<file path="src/rtl/dpram_bist.sv">
// Built-in self-test initiator for the dpram cell: fills the memory with a Galois LFSR
// pattern, reads it back and compares every word. Optional macro: DPRAM_BIST_INVERSE_PASS_EN.
module dpram_bist #(
  parameter int          ADDR_WIDTH = 10,
  parameter int          DATA_WIDTH = 32,
  parameter int          LAST_ADDR  = 1023,
  parameter logic [31:0] SEED       = 32'hACE1_2468,
  parameter int          CNT_WIDTH  = 16
) (
  input  logic                  clk,
  input  logic                  rst,
  input  logic                  start,
  output logic                  busy,
  output logic                  done,
  output logic                  pass,
  output logic [CNT_WIDTH-1:0]  fail_count,
  output logic [ADDR_WIDTH-1:0] first_err_addr,
  output logic                  wen,
  output logic [ADDR_WIDTH-1:0] waddr,
  output logic [DATA_WIDTH-1:0] d_in,
  output logic                  ren,
  output logic [ADDR_WIDTH-1:0] raddr,
  input  logic [DATA_WIDTH-1:0] d_out
);

  typedef enum logic [2:0] {IDLE, WRITE, READ, DRAIN, DONE} state_t;

  localparam logic [DATA_WIDTH-1:0] TAPS     = 32'h8020_0003;
  localparam logic [DATA_WIDTH-1:0] SEED_EFF = (SEED == 32'h0) ? 32'h1 : SEED;
  localparam logic [ADDR_WIDTH-1:0] LAST     = LAST_ADDR[ADDR_WIDTH-1:0];
  localparam logic [CNT_WIDTH-1:0]  CNT_MAX  = '1;

  state_t                  state_q, state_d;
  logic [ADDR_WIDTH-1:0]   cnt_q, cnt_d;
  logic [DATA_WIDTH-1:0]   lfsr_q, lfsr_d;
  logic [DATA_WIDTH-1:0]   exp_q;
  logic [ADDR_WIDTH-1:0]   addr_q;
  logic                    vld_q;
  logic [CNT_WIDTH-1:0]    fail_q;
  logic [ADDR_WIDTH-1:0]   first_q;
  logic                    clearRes;
  logic [DATA_WIDTH-1:0]   polMask;
  logic [DATA_WIDTH-1:0]   lfsrNext;

  assign lfsrNext = (lfsr_q >> 1) ^ (lfsr_q[0] ? TAPS : '0);

`ifdef DPRAM_BIST_INVERSE_PASS_EN
  logic phase_q, phase_d;

  // Second pass runs the same pattern inverted so each cell sees both polarities.
  assign polMask = {DATA_WIDTH{phase_q}};

  always_ff @(posedge clk or posedge rst) begin
    if (rst) phase_q <= 1'b0;
    else     phase_q <= phase_d;
  end
`else
  assign polMask = '0;
`endif

  always_ff @(posedge clk or posedge rst) begin
    if (rst) begin
      state_q <= IDLE;
      cnt_q   <= '0;
      lfsr_q  <= SEED_EFF;
    end else begin
      state_q <= state_d;
      cnt_q   <= cnt_d;
      lfsr_q  <= lfsr_d;
    end
  end

  always_comb begin
    state_d  = state_q;
    cnt_d    = cnt_q;
    lfsr_d   = lfsr_q;
    clearRes = 1'b0;
    busy     = 1'b0;
    done     = 1'b0;
    wen      = 1'b0;
    waddr    = '0;
    d_in     = '0;
    ren      = 1'b0;
    raddr    = '0;
`ifdef DPRAM_BIST_INVERSE_PASS_EN
    phase_d  = phase_q;
`endif
    case (state_q)
      IDLE, DONE: begin
        done = (state_q == DONE);
        if (start) begin
          state_d  = WRITE;
          cnt_d    = '0;
          lfsr_d   = SEED_EFF;
          clearRes = 1'b1;
`ifdef DPRAM_BIST_INVERSE_PASS_EN
          phase_d  = 1'b0;
`endif
        end
      end
      WRITE: begin
        busy   = 1'b1;
        wen    = 1'b1;
        waddr  = cnt_q;
        d_in   = lfsr_q ^ polMask;
        lfsr_d = lfsrNext;
        cnt_d  = cnt_q + 1'b1;
        if (cnt_q == LAST) begin
          state_d = READ;
          cnt_d   = '0;
          lfsr_d  = SEED_EFF;
        end
      end
      READ: begin
        busy   = 1'b1;
        ren    = 1'b1;
        raddr  = cnt_q;
        lfsr_d = lfsrNext;
        cnt_d  = cnt_q + 1'b1;
        if (cnt_q == LAST) begin
          state_d = DRAIN;
          cnt_d   = '0;
        end
      end
      DRAIN: begin
        busy    = 1'b1;
        state_d = DONE;
`ifdef DPRAM_BIST_INVERSE_PASS_EN
        if (!phase_q) begin
          state_d = WRITE;
          phase_d = 1'b1;
          lfsr_d  = SEED_EFF;
        end
`endif
      end
      default: state_d = IDLE;
    endcase
  end

  // Read data returns one cycle after the request, so the expected word and its
  // address ride a one-stage pipeline and are compared against d_out the cycle after.
  always_ff @(posedge clk or posedge rst) begin
    if (rst) begin
      exp_q   <= '0;
      addr_q  <= '0;
      vld_q   <= 1'b0;
      fail_q  <= '0;
      first_q <= '0;
    end else begin
      vld_q  <= ren;
      exp_q  <= lfsr_q ^ polMask;
      addr_q <= cnt_q;
      if (clearRes) begin
        fail_q  <= '0;
        first_q <= '0;
      end else if (vld_q && (d_out != exp_q)) begin
        if (fail_q != CNT_MAX) fail_q <= fail_q + 1'b1;
        if (fail_q == '0)      first_q <= addr_q;
      end
    end
  end

  assign fail_count     = fail_q;
  assign first_err_addr = first_q;
  assign pass           = done && (fail_q == '0);

endmodule

</file>
<file path="config.mk">
export PLATFORM = sky130hd
export DESIGN_NAME = dpram_bist
export DESIGN_NICKNAME = d
export VERILOG_FILES = /design/src/rtl/dpram_bist.sv
export SDC_FILE = /design/constraint.sdc
export NUM_CORES = 1
export LEC_CHECK = 0
export BUFFER_PORTS_ARGS = -buffer_cell sky130_fd_sc_hd__buf_2
export CAP_MARGIN = 25
export CORE_MARGIN = 3
export CORE_UTILIZATION = 54
export CTS_CLUSTER_SIZE = 24
export DETAILED_ROUTE_END_ITERATION = 10
export PLACE_DENSITY = 0.85
export SETUP_SLACK_MARGIN = 0.05
export SYNTH_ARGS = -nofsm -noshare
export SYNTH_HDL_FRONTEND = slang
export SYNTH_SLANG_ARGS = --single-unit
</file>
<file path="constraint.sdc">
create_clock -name clk -period 5.24 [get_ports clk]
set_input_delay 1.048 -clock clk [delete_from_list [all_inputs] [get_ports clk]]
set_output_delay 1.048 -clock clk [all_outputs]
set_load 0.02 [all_outputs]
</file>
# Word level (Yosys, flattened, before mapping)
# Cells that the tools add are included.
totals:
  regBits: 114
  out_inout_bits: 83
  word_cells: 64
classes:
  n_addsub: 2
  eq_ne: 10
  muxes: 26
  bitwise: 1
  reduce_logical: 17
ops:
  columns: ["operator", "count"]
  rows:
  - ["32-bit 2-to-1 mux", 4]
  - ["32-bit case mux with 3 select lines", 1]
  - ["10-bit 2-to-1 mux", 7]
  - ["16-bit 2-to-1 mux", 3]
  - ["32-bit != test", 1]
  - ["31-bit by 32-bit XOR with 32-bit output", 1]
  - ["10-bit case mux with 2 select lines", 1]
  - ["16-bit by 1-bit adder with 16-bit output (second input constant)", 1]
  - ["16-bit zero test", 1]
  - ["16-bit != test (second input constant)", 1]
  - ["3-bit case mux with 4 select lines", 1]
  - ["10-bit by 1-bit adder with 10-bit output (second input constant)", 1]
  - ["10-bit equality test (second input constant)", 1]
  - ["3-bit 2-to-1 mux", 3]
  - ["2-bit AND reduction", 4]
  - ["2-bit nonzero test", 4]
  - ["3-bit by 2-bit equality test with 1-bit output (second input constant)", 2]
  - ["1-bit 2-to-1 mux", 6]
  - ["2-bit != test (second input constant)", 3]
  - ["2-bit OR reduction", 2]
  - ["3-bit by 1-bit equality test with 1-bit output (second input constant)", 1]
  - ["3-bit equality test (second input constant)", 1]
  - ["3-bit zero test", 1]
  - ["3-bit AND reduction", 1]
  - ["other kinds (3)", 4]

# Longest topological paths before layout
# Gate-level depths: netlist of run 1.
depth:
  ltp_word: 5
  ltp_mapped: 9
  mapped_depth_nobuf: 7

# Worst setup path before layout of run 1
# Ideal clock, no wire load.
synth_timing:
  kind: "reg-to-output"
  from: "reg state_q[1]"
  to: "out d_in[31]"
  arrival_ns: 1.643
  t_required_ns: 4.192
  setup_slack_ns: 2.549
  stages_incl_launch_ff: 6
  n_path_buf: 1
  path_cell_list: "dfrtp_1 -> nand2b_1 -> nor2_1 -> clkbuf_1 -> inv_1 -> nor2_1"
synth_between:
  elab_chain_len: 2
synth_lines:
  columns: ["element", "line", "text"]
  rows:
  - ["start: declaration", "33", "state_t state_q, state_d;"]
  - ["start signal: assignment", "67", "state_q <= state_d;"]
  - ["3-bit by 1-bit equality test with 1-bit output", "88", "case (state_q)"]
  - ["32-bit 2-to-1 mux", "88", null]
  - ["end: declaration", "20", "output logic [DATA_WIDTH-1:0] d_in,"]
# No other way between the ends.

# Final worst setup path of run 1
layout_timing:
  from: "reg state_q[0]"
  to: "out raddr[2]"
layout_between:
  elab_chain_len: 2
layout_lines:
  columns: ["element", "line", "text"]
  rows:
  - ["3-bit by 2-bit equality test with 1-bit output", "88", null]
  - ["10-bit 2-to-1 mux", "88", null]
  - ["end: declaration", "22", "output logic [ADDR_WIDTH-1:0] raddr,"]
# No other way between the ends.

==> impl_metrics.yaml, run 1 <==
logic_synthesis:
  synthCells: 454
  synth_ff_type: "dfrtp_1"
  synth_edf_count: 0
  ys_warn_count: 0
  synth_cell_types: 44
  async_reset_ff_share_pct: 100.0
  yosysSeqAreaShare_pct: 57.53
  synthesis.nets: 492
  ys_ff_latch: 114
  syn_area_mm2: 0.004987
  syn_area_per_cell_um2: 10.99
worst_setup_path:
  path_buf_inv: 1
  slowest_delay_ns: 0.69
  crit_required_ns: 4.19
  path_max_fanout: 13
  crit_chain: "nand2b_1 -> nor2_1 -> and2_1 -> buf_2"
  crit_path_end_kind: "output pin"
  crit_family: "simple AND/OR/NAND/NOR gates"
  cp_slowest_cell: "nor2_1"
  critPathKind: "flop to output pin"
  start_kind: "flop"
  cp.arrival_ns: 2.26
timing:
  drv_slew: 0
  grt_setup_unrepaired: "no"
  tightest_slew_ns: 0.8590
  worst_slack_ns: 1.933
  period_needed_ns: 3.307
  slew_headroom_pct: 42.59
  tns_ns: 0
  fmax_mhz: 302.4
  setup_violations: 0
  hold_violations: 0
  holdWs_ns: 0.4053
  finalCritPeriodShare_pct: 63.10
  skew_ns: 0.01102
placement:
  io_buffers: 117
  gp_congestion: 0.8843
  place_ws_ns: 2.253
  dp_hpwl_um: 8005
clocking:
  cts_tree: "built"
  clkTransAtPathRegs_ns: 0.06
  cts_made_buffers: 17
  ctsRootBufferMaster: "clkbuf_8"
  clock_latency_ns: 0.52
  clockBufferDepth: 2
  post_cts_resized: 0
  ctsHoldBuffers: 0
  cts_setup_buffers: 0
  htree_levels: 4
  cts_sinks: 114
power_and_ir_drop:
  power_uw: 3422
  leakagePower_uw: 0.002875
  ir_worst_vdd_mv: 0.3679
  power_density_mw_per_mm2: 554.3
detailed_routing:
  drc: 0
  vias: 4030
  drt_first_pass_iters: 5
  ant_nets: 0
  dr.first_iter.drc_count: 198
  wirelength_um: 12470
  viasPerCell: 5.824
  wl_per_cell_um: 18.02
global_route:
  grt_use_met2_pct: 40.48
  grt.total_usage_pct: 25.14
  grt_max_degree: 70
  groute.layer.met1.usage_pct: 33.14
  antenna_found_initial: 0
  busiest_layer: "met2"
  grt_pass1_vias: 3948
  met3_usage_pct: 7.645
  grt.overflow.total: 0
  grt_pass1_wl_um: 20060
die:
  core_mm2: 0.008848
  initial_utilization_pct: 56.36
  fp.dieW_um: 102.1
  die_h_um: 102.1
  io_pins: 118
  dieArea_mm2: 0.01042
  rows: 34
final_layout:
  fin_util_pct: 69.77
  antenna_cells: 0
  fin_nets: 609
  drive_gt1_share_pct: 30.31
  area_growth_pct: 23.78
outcome:
  status: "finished, final reports clean"
min_path:
  hold_path_class: "flop to flop"
flow_run:
  drv_cap: 0
layout make-up:
cell class              count  area (µm²)
fillers                   674        2675
clock inverters            15       132.6
repair buffers            121       619.3
flip-flops and latches    114        2869
well taps                 108       135.1
inverters                  10       40.04
multi-input cells         307        1963
clock buffers              17       414.1
power by group:
group / switching, µW / total [µW] / internal [µW]
Sequential: 277 / 1500 / 1220
Combinational: 467 / 864 / 397
Clock: 427 / 1060 / 630
Total: 1170 / 3420 / 2250
layout by cell type, fill, tap and decap left out, types with 11 or more instances in the layout:
cell type	count
o21ai_0	28
clkbuf_16	16
nand2_1	32
a22o_1	16
nand3_1	25
nand4_1	13
xnor2_1	36
a21oi_1	17
dfstp_2	13
nor2_1	16
and2_1	51
o22a_1	11
dfrtp_1	101
buf_2	117
metrics by stage:
| stage | instance area, µm² | instances |
|---|---|---|
| 2_1_floorplan | 4987 | 454 |
| 4_1_cts | 6155 | 690 |
| 3_5_place_dp | 5608 | 658 |
| 6_report | 6173 | 692 |
| 3_3_place_gp | 5608 | 658 |
| 5_1_grt | 6173 | 692 |
state kept, by name, indices dropped and copies added, names as in the netlist:
name / count
exp_q: 32
fail_count: 16
first_err_addr: 10
cnt_q: 10
state_q: 3
lfsr_q: 32
addr_q: 10
vld_q: 1
per-layer routing:
| layer | wire length (µm) | part of all wire [%] |
|---|---|---|
| met1 | 5301 | 43 |
| met2 | 6225 | 50 |
| met3 | 757 | 6.1 |
| met4 | 185 | 1.5 |
| met5 | 0 | 0 |
cells in the mapped netlist, types with 2 or more instances:
library cell	number	area, µm²
clkbuf_1	16	60.06
nand3_1	25	125.1
inv_1	10	37.54
ha_1	3	37.54
o21ai_0	28	140.1
buf_6	4	45.04
nand2_1	32	120.1
o22ai_1	2	12.51
nor2_1	18	67.56
a22o_1	16	140.1
or4_1	7	52.55
buf_4	3	22.52
dfstp_2	13	341.6
dfrtp_1	101	2527
nand2b_1	2	12.51
nor3_1	2	10.01
and3_1	3	18.77
and2_1	51	319.1
xnor2_1	36	315.3
o211ai_1	2	15.01
nor4_1	5	31.28
nand4_1	13	81.33
o21a_1	2	15.01
or3_1	5	31.28
o31ai_1	8	60.06
a21o_1	2	15.01
a21oi_1	17	85.08
o22a_1	11	96.34
a32o_1	2	20.02
path summary, 6_finish.rpt:
check | cells past startpoint | endpoint | slack (ns) | start
hold / removal | 0 | exp_q[31]$_DFF_PP0_ | 0.41 | lfsr_q[31]$_DFFE_PP1P_
hold reg to reg | 0 | exp_q[31]$_DFF_PP0_ | 0.41 | lfsr_q[31]$_DFFE_PP1P_
setup / recovery | 4 | raddr[2] | 1.93 | state_q[0]$_DFFE_PP0P_
max in group asynchronous | 3 | exp_q[19]$_DFF_PP0_ | 3.44 | rst
setup reg to reg | 6 | lfsr_q[0]$_DFFE_PP0P_ | 2.65 | cnt_q[0]$_DFFE_PP0P_
min in group asynchronous | 2 | exp_q[9]$_DFF_PP0_ | 0.70 | rst
logic make-up (layout without fill, tap and decap cells):
kind of cell | Yosys count | after routing | share of synthesized area [%]
AO/OA/AOI/OAI | 98 | 98 | 13.42
XOR/XNOR | 37 | 37 | 6.498
adder cells (fa/ha/maj) | 3 | 3 | 0.7527
buffers and inverters | 33 | 163 | 3.312
flip-flops | 114 | 114 | 57.53
multiplexers | 1 | 1 | 0.2258
AND/OR/NAND/NOR | 168 | 168 | 18.26
(Power assumes the default switching activity.)
==> inputs of run 2 (changes only) <==
--- a/config.mk
+++ b/config.mk
@@ -5,13 +5,14 @@
 export SDC_FILE = /design/constraint.sdc
 export NUM_CORES = 1
 export LEC_CHECK = 0
+export ABC_AREA = 1
 export BUFFER_PORTS_ARGS = -buffer_cell sky130_fd_sc_hd__buf_2
 export CAP_MARGIN = 25
 export CORE_MARGIN = 3
-export CORE_UTILIZATION = 54
+export CORE_UTILIZATION = 49
 export CTS_CLUSTER_SIZE = 24
 export DETAILED_ROUTE_END_ITERATION = 10
-export PLACE_DENSITY = 0.85
+export PLACE_DENSITY = 0.81
 export SETUP_SLACK_MARGIN = 0.05
 export SYNTH_ARGS = -nofsm -noshare
 export SYNTH_HDL_FRONTEND = slang
==> constraint.sdc (replaced) <==
create_clock -name clk -period 2.95 [get_ports clk]
set_input_delay 0.59 -clock clk [delete_from_list [all_inputs] [get_ports clk]]
set_output_delay 0.59 -clock clk [all_outputs]
set_load 0.02 [all_outputs]
==> run 2 against run 1 <==
  * Clock power grew 84%
  * Die area rose by 20%
  * Register-to-register slack worse by 1.9 ns
  * Hold slack worse by 0.18 ns
  * Global-route usage decreased by 4.1 points
  * Synthesized cell count rose by 42%
  * Wire length is 1.8% higher
  * First-iteration DRC count is 77% higher
  * Clock-buffer cell count grew 3
==> impl_metrics.yaml, run 2 <==
outcome:
  status: "finished, final reports clean"
logic_synthesis:
  synth_cell_types: 41
  synth_xor_xnor_area_share_pct: 4.958
  synthMostInstantiatedCell: "nand2_1"
  syn_area_mm2: 0.005477
  yosys.area_share.adder_pct: 0.6854
  yosysSeqAreaShare_pct: 52.39
  synth_compound_area_share_pct: 7.105
  synth_ff_type: "dfrtp_1"
  ys_ff_latch: 114
  synth_area_leaders: "dfrtp_1, nand2_1, nor2_1"
  ys_warn_count: 0
  synth_top_family_by_area: "simple AND/OR/NAND/NOR gates"
  yosysTopAreaCell: "dfrtp_1"
  syn_area_per_cell_um2: 8.478
  synth_top_area_share_pct: 46.15
  async_reset_ff_share_pct: 100.0
  synthCells: 646
  ys_top_cells_by_count: "nand2_1, nor2_1, dfrtp_1, inv_1, nand3_1"
  synthesis.nets: 684
  synth_edf_count: 0
  muxShareOfSynthArea_pct: 0
  synthSimpleGateAreaFrac_pct: 25.22
worst_setup_path:
  crit_family: "simple AND/OR/NAND/NOR gates"
  path_max_fanout: 24
  critPathKind: "flop to output pin"
  slowest_delay_ns: 0.43
  path_buf_inv: 2
  start_kind: "flop"
  crit_path_end_kind: "output pin"
  r2r_start: "state_q[1]$_DFFE_PP0P_"
  crit_required_ns: 2.36
  cp_slowest_cell: "dfrtp_1"
  r2r_end: "cnt_q[7]$_DFFE_PP0P_"
  r2r_cells: 10
  crit_top_cell: "nor2_1"
  crit_chain: "nor2_1 -> nand2_2 -> buf_4 -> nor2_1 -> buf_2"
  r2r_slack_ns: 0.72
  crit_path_start: "state_q[1]$_DFFE_PP0P_"
  cp.arrival_ns: 2.08
timing:
  worst_slack_ns: 0.2810
  drv_slew: 0
  finalCritPeriodShare_pct: 90.47
  period_needed_ns: 2.669
  slew_headroom_pct: 59.00
  tns_ns: 0
  grt_setup_unrepaired: "no"
  skew_ns: 0.009647
  setup_violations: 0
  fmax_mhz: 374.7
  hold_violations: 0
  tightest_slew_ns: 0.6150
detailed_routing:
  ant_nets: 0
  vias: 4603
  wl_per_cell_um: 13.87
  wirelength_um: 12700
  viasPerCell: 5.031
  drc: 0
  dr.first_iter.drc_count: 351
  drt_first_pass_iters: 5
global_route:
  grt_pass1_vias: 4428
  grt.total_usage_pct: 21.09
  grt.overflow.total: 0
  antenna_found_initial: 0
  grt_pass1_wl_um: 21450
  grt_max_degree: 115
die:
  io_pins: 118
  die_h_um: 111.7
  initial_utilization_pct: 51.66
  fp.dieW_um: 111.7
  rows: 37
  dieArea_mm2: 0.01248
  core_mm2: 0.01060
clocking:
  cts_tree: "built"
  post_cts_resized: 0
  cts_made_buffers: 17
  cts_sinks: 114
  htree_levels: 4
  cts_setup_buffers: 0
  clkTransAtPathRegs_ns: 0.05
  ctsRootBufferMaster: "clkbuf_8"
  ctsHoldBuffers: 0
  clockBufferDepth: 2
  clock_latency_ns: 0.52
final_layout:
  final_cell_mix: "nand2_1, buf_2, nor2_1"
  drive_gt1_share_pct: 26.06
  area_growth_pct: 22.85
  antenna_cells: 0
  layout_commonest_cell: "nand2_1"
  nFillCells: 875
  fin_nets: 804
power_and_ir_drop:
  pwr-share-comb_pct: 37.7
  p_switching_uw: 2919
  ir_worst_vdd_mv: 0.6109
  leakagePower_uw: 0.003573
  p_sw_share_pct: 40.62
  seqPwrFrac_pct: 35.2
  p_int_uw: 4266
  power_density_mw_per_mm2: 1068
  clkPwrFrac_pct: 27.2
min_path:
  hold_path_class: "input port to async pin"
placement:
  gp_congestion: 0.8541
  dp_hpwl_um: 8689
  place_ws_ns: 0.6504
  io_buffers: 117
flow_run:
  drv_cap: 0
[run 2: cell types whose count changed in the layout (fill, tap and decap cells not counted), moves of 11 or more]
cell | before | now
o22ai_1 | 2 | 22
o22a_1 | 11 | 0
a22o_1 | 16 | 0
nand3_1 | 25 | 40
and2_1 | 51 | 1
xnor2_1 | 36 | 24
inv_1 | 9 | 90
nor2_1 | 16 | 109
o21ai_0 | 28 | 6
nand2_1 | 32 | 136
[run 2: power by group through the flow]
stage	clock network, µW	logic (µW)	registers [µW]
2_1_floorplan	0	2010	2530
3_3_place_gp	0	2610	2530
3_5_place_dp	0	2680	2560
4_1_cts	1980	2710	2530
5_1_grt	2050	3010	2600
6_report	1950	2710	2530
[run 2: kinds of logic (layout without fill, tap and decap cells)]
group                    Yosys count  after routing
XOR/XNOR                          31             31
AO/OA/AOI/OAI                     61             61
buffers and inverters            123            256
adder cells (fa/ha/maj)            3              3
flip-flops                       114            114
AND/OR/NAND/NOR                  314            314
[run 2: routing by layer]
layer | routed length, µm | vias up | global-route usage, %
met3 | 788 | 29 | 4.620
met2 | 6124 | 171 | 33.77
met5 | 0 | - | 0
met1 | 5436 | 2155 | 27.01
li1 | - | 2248 | -
met4 | 346 | 0 | 10.71
[run 2: how the worst max path moves through the flow]
stage	to	slack, ns	cells past startpoint
2_1_floorplan	addr_q[0]$_DFF_PP0_	0.99	1
3_3_place_gp	first_err_addr[7]$_DFFE_PP0P_	0.71	11
3_5_place_dp	first_err_addr[4]$_DFFE_PP0P_	0.65	11
4_1_cts	d_in[29]	0.30	5
5_1_grt	d_in[25]	0.17	5
6_report	d_in[29]	0.28	5
[run 2: cell type report]
type / count / area, µm² / area share, %
multi-input cells: 409 / 2079 / 30.91
inverters: 102 / 402.9 / 5.988
clock buffers: 20 / 435.4 / 6.472
repair buffers: 122 / 635.6 / 9.448
flip-flops and latches: 114 / 2869 / 42.64
clock inverters: 12 / 135.1 / 2.009
well taps: 136 / 170.2 / 2.529
[run 2: through the flow]
stage	util, %	total power [µW]	instance area [µm²]	instances	hold WS (ns)
global placement	58.08	5143	6157	883	0.3596
floorplan	-	4541	5480	646	0.3537
detailed placement	58.08	5240	6157	883	0.3623
finish	63.46	7184	6728	915	0.2267
global route	63.46	7664	6728	915	0.3109
CTS	63.46	7228	6728	915	0.2718
[run 2: worst register-to-register path, stage by stage, from the launching register on]
cell     delay [ns]
dfrtp_1        0.43
nor2_1         0.13
nand2_2        0.28
nand2_1        0.26
inv_2          0.09
nand2_2        0.33
nand2_1        0.09
nor2_1         0.19
nand2_1        0.11
xor2_1         0.16
nor2_1         0.05
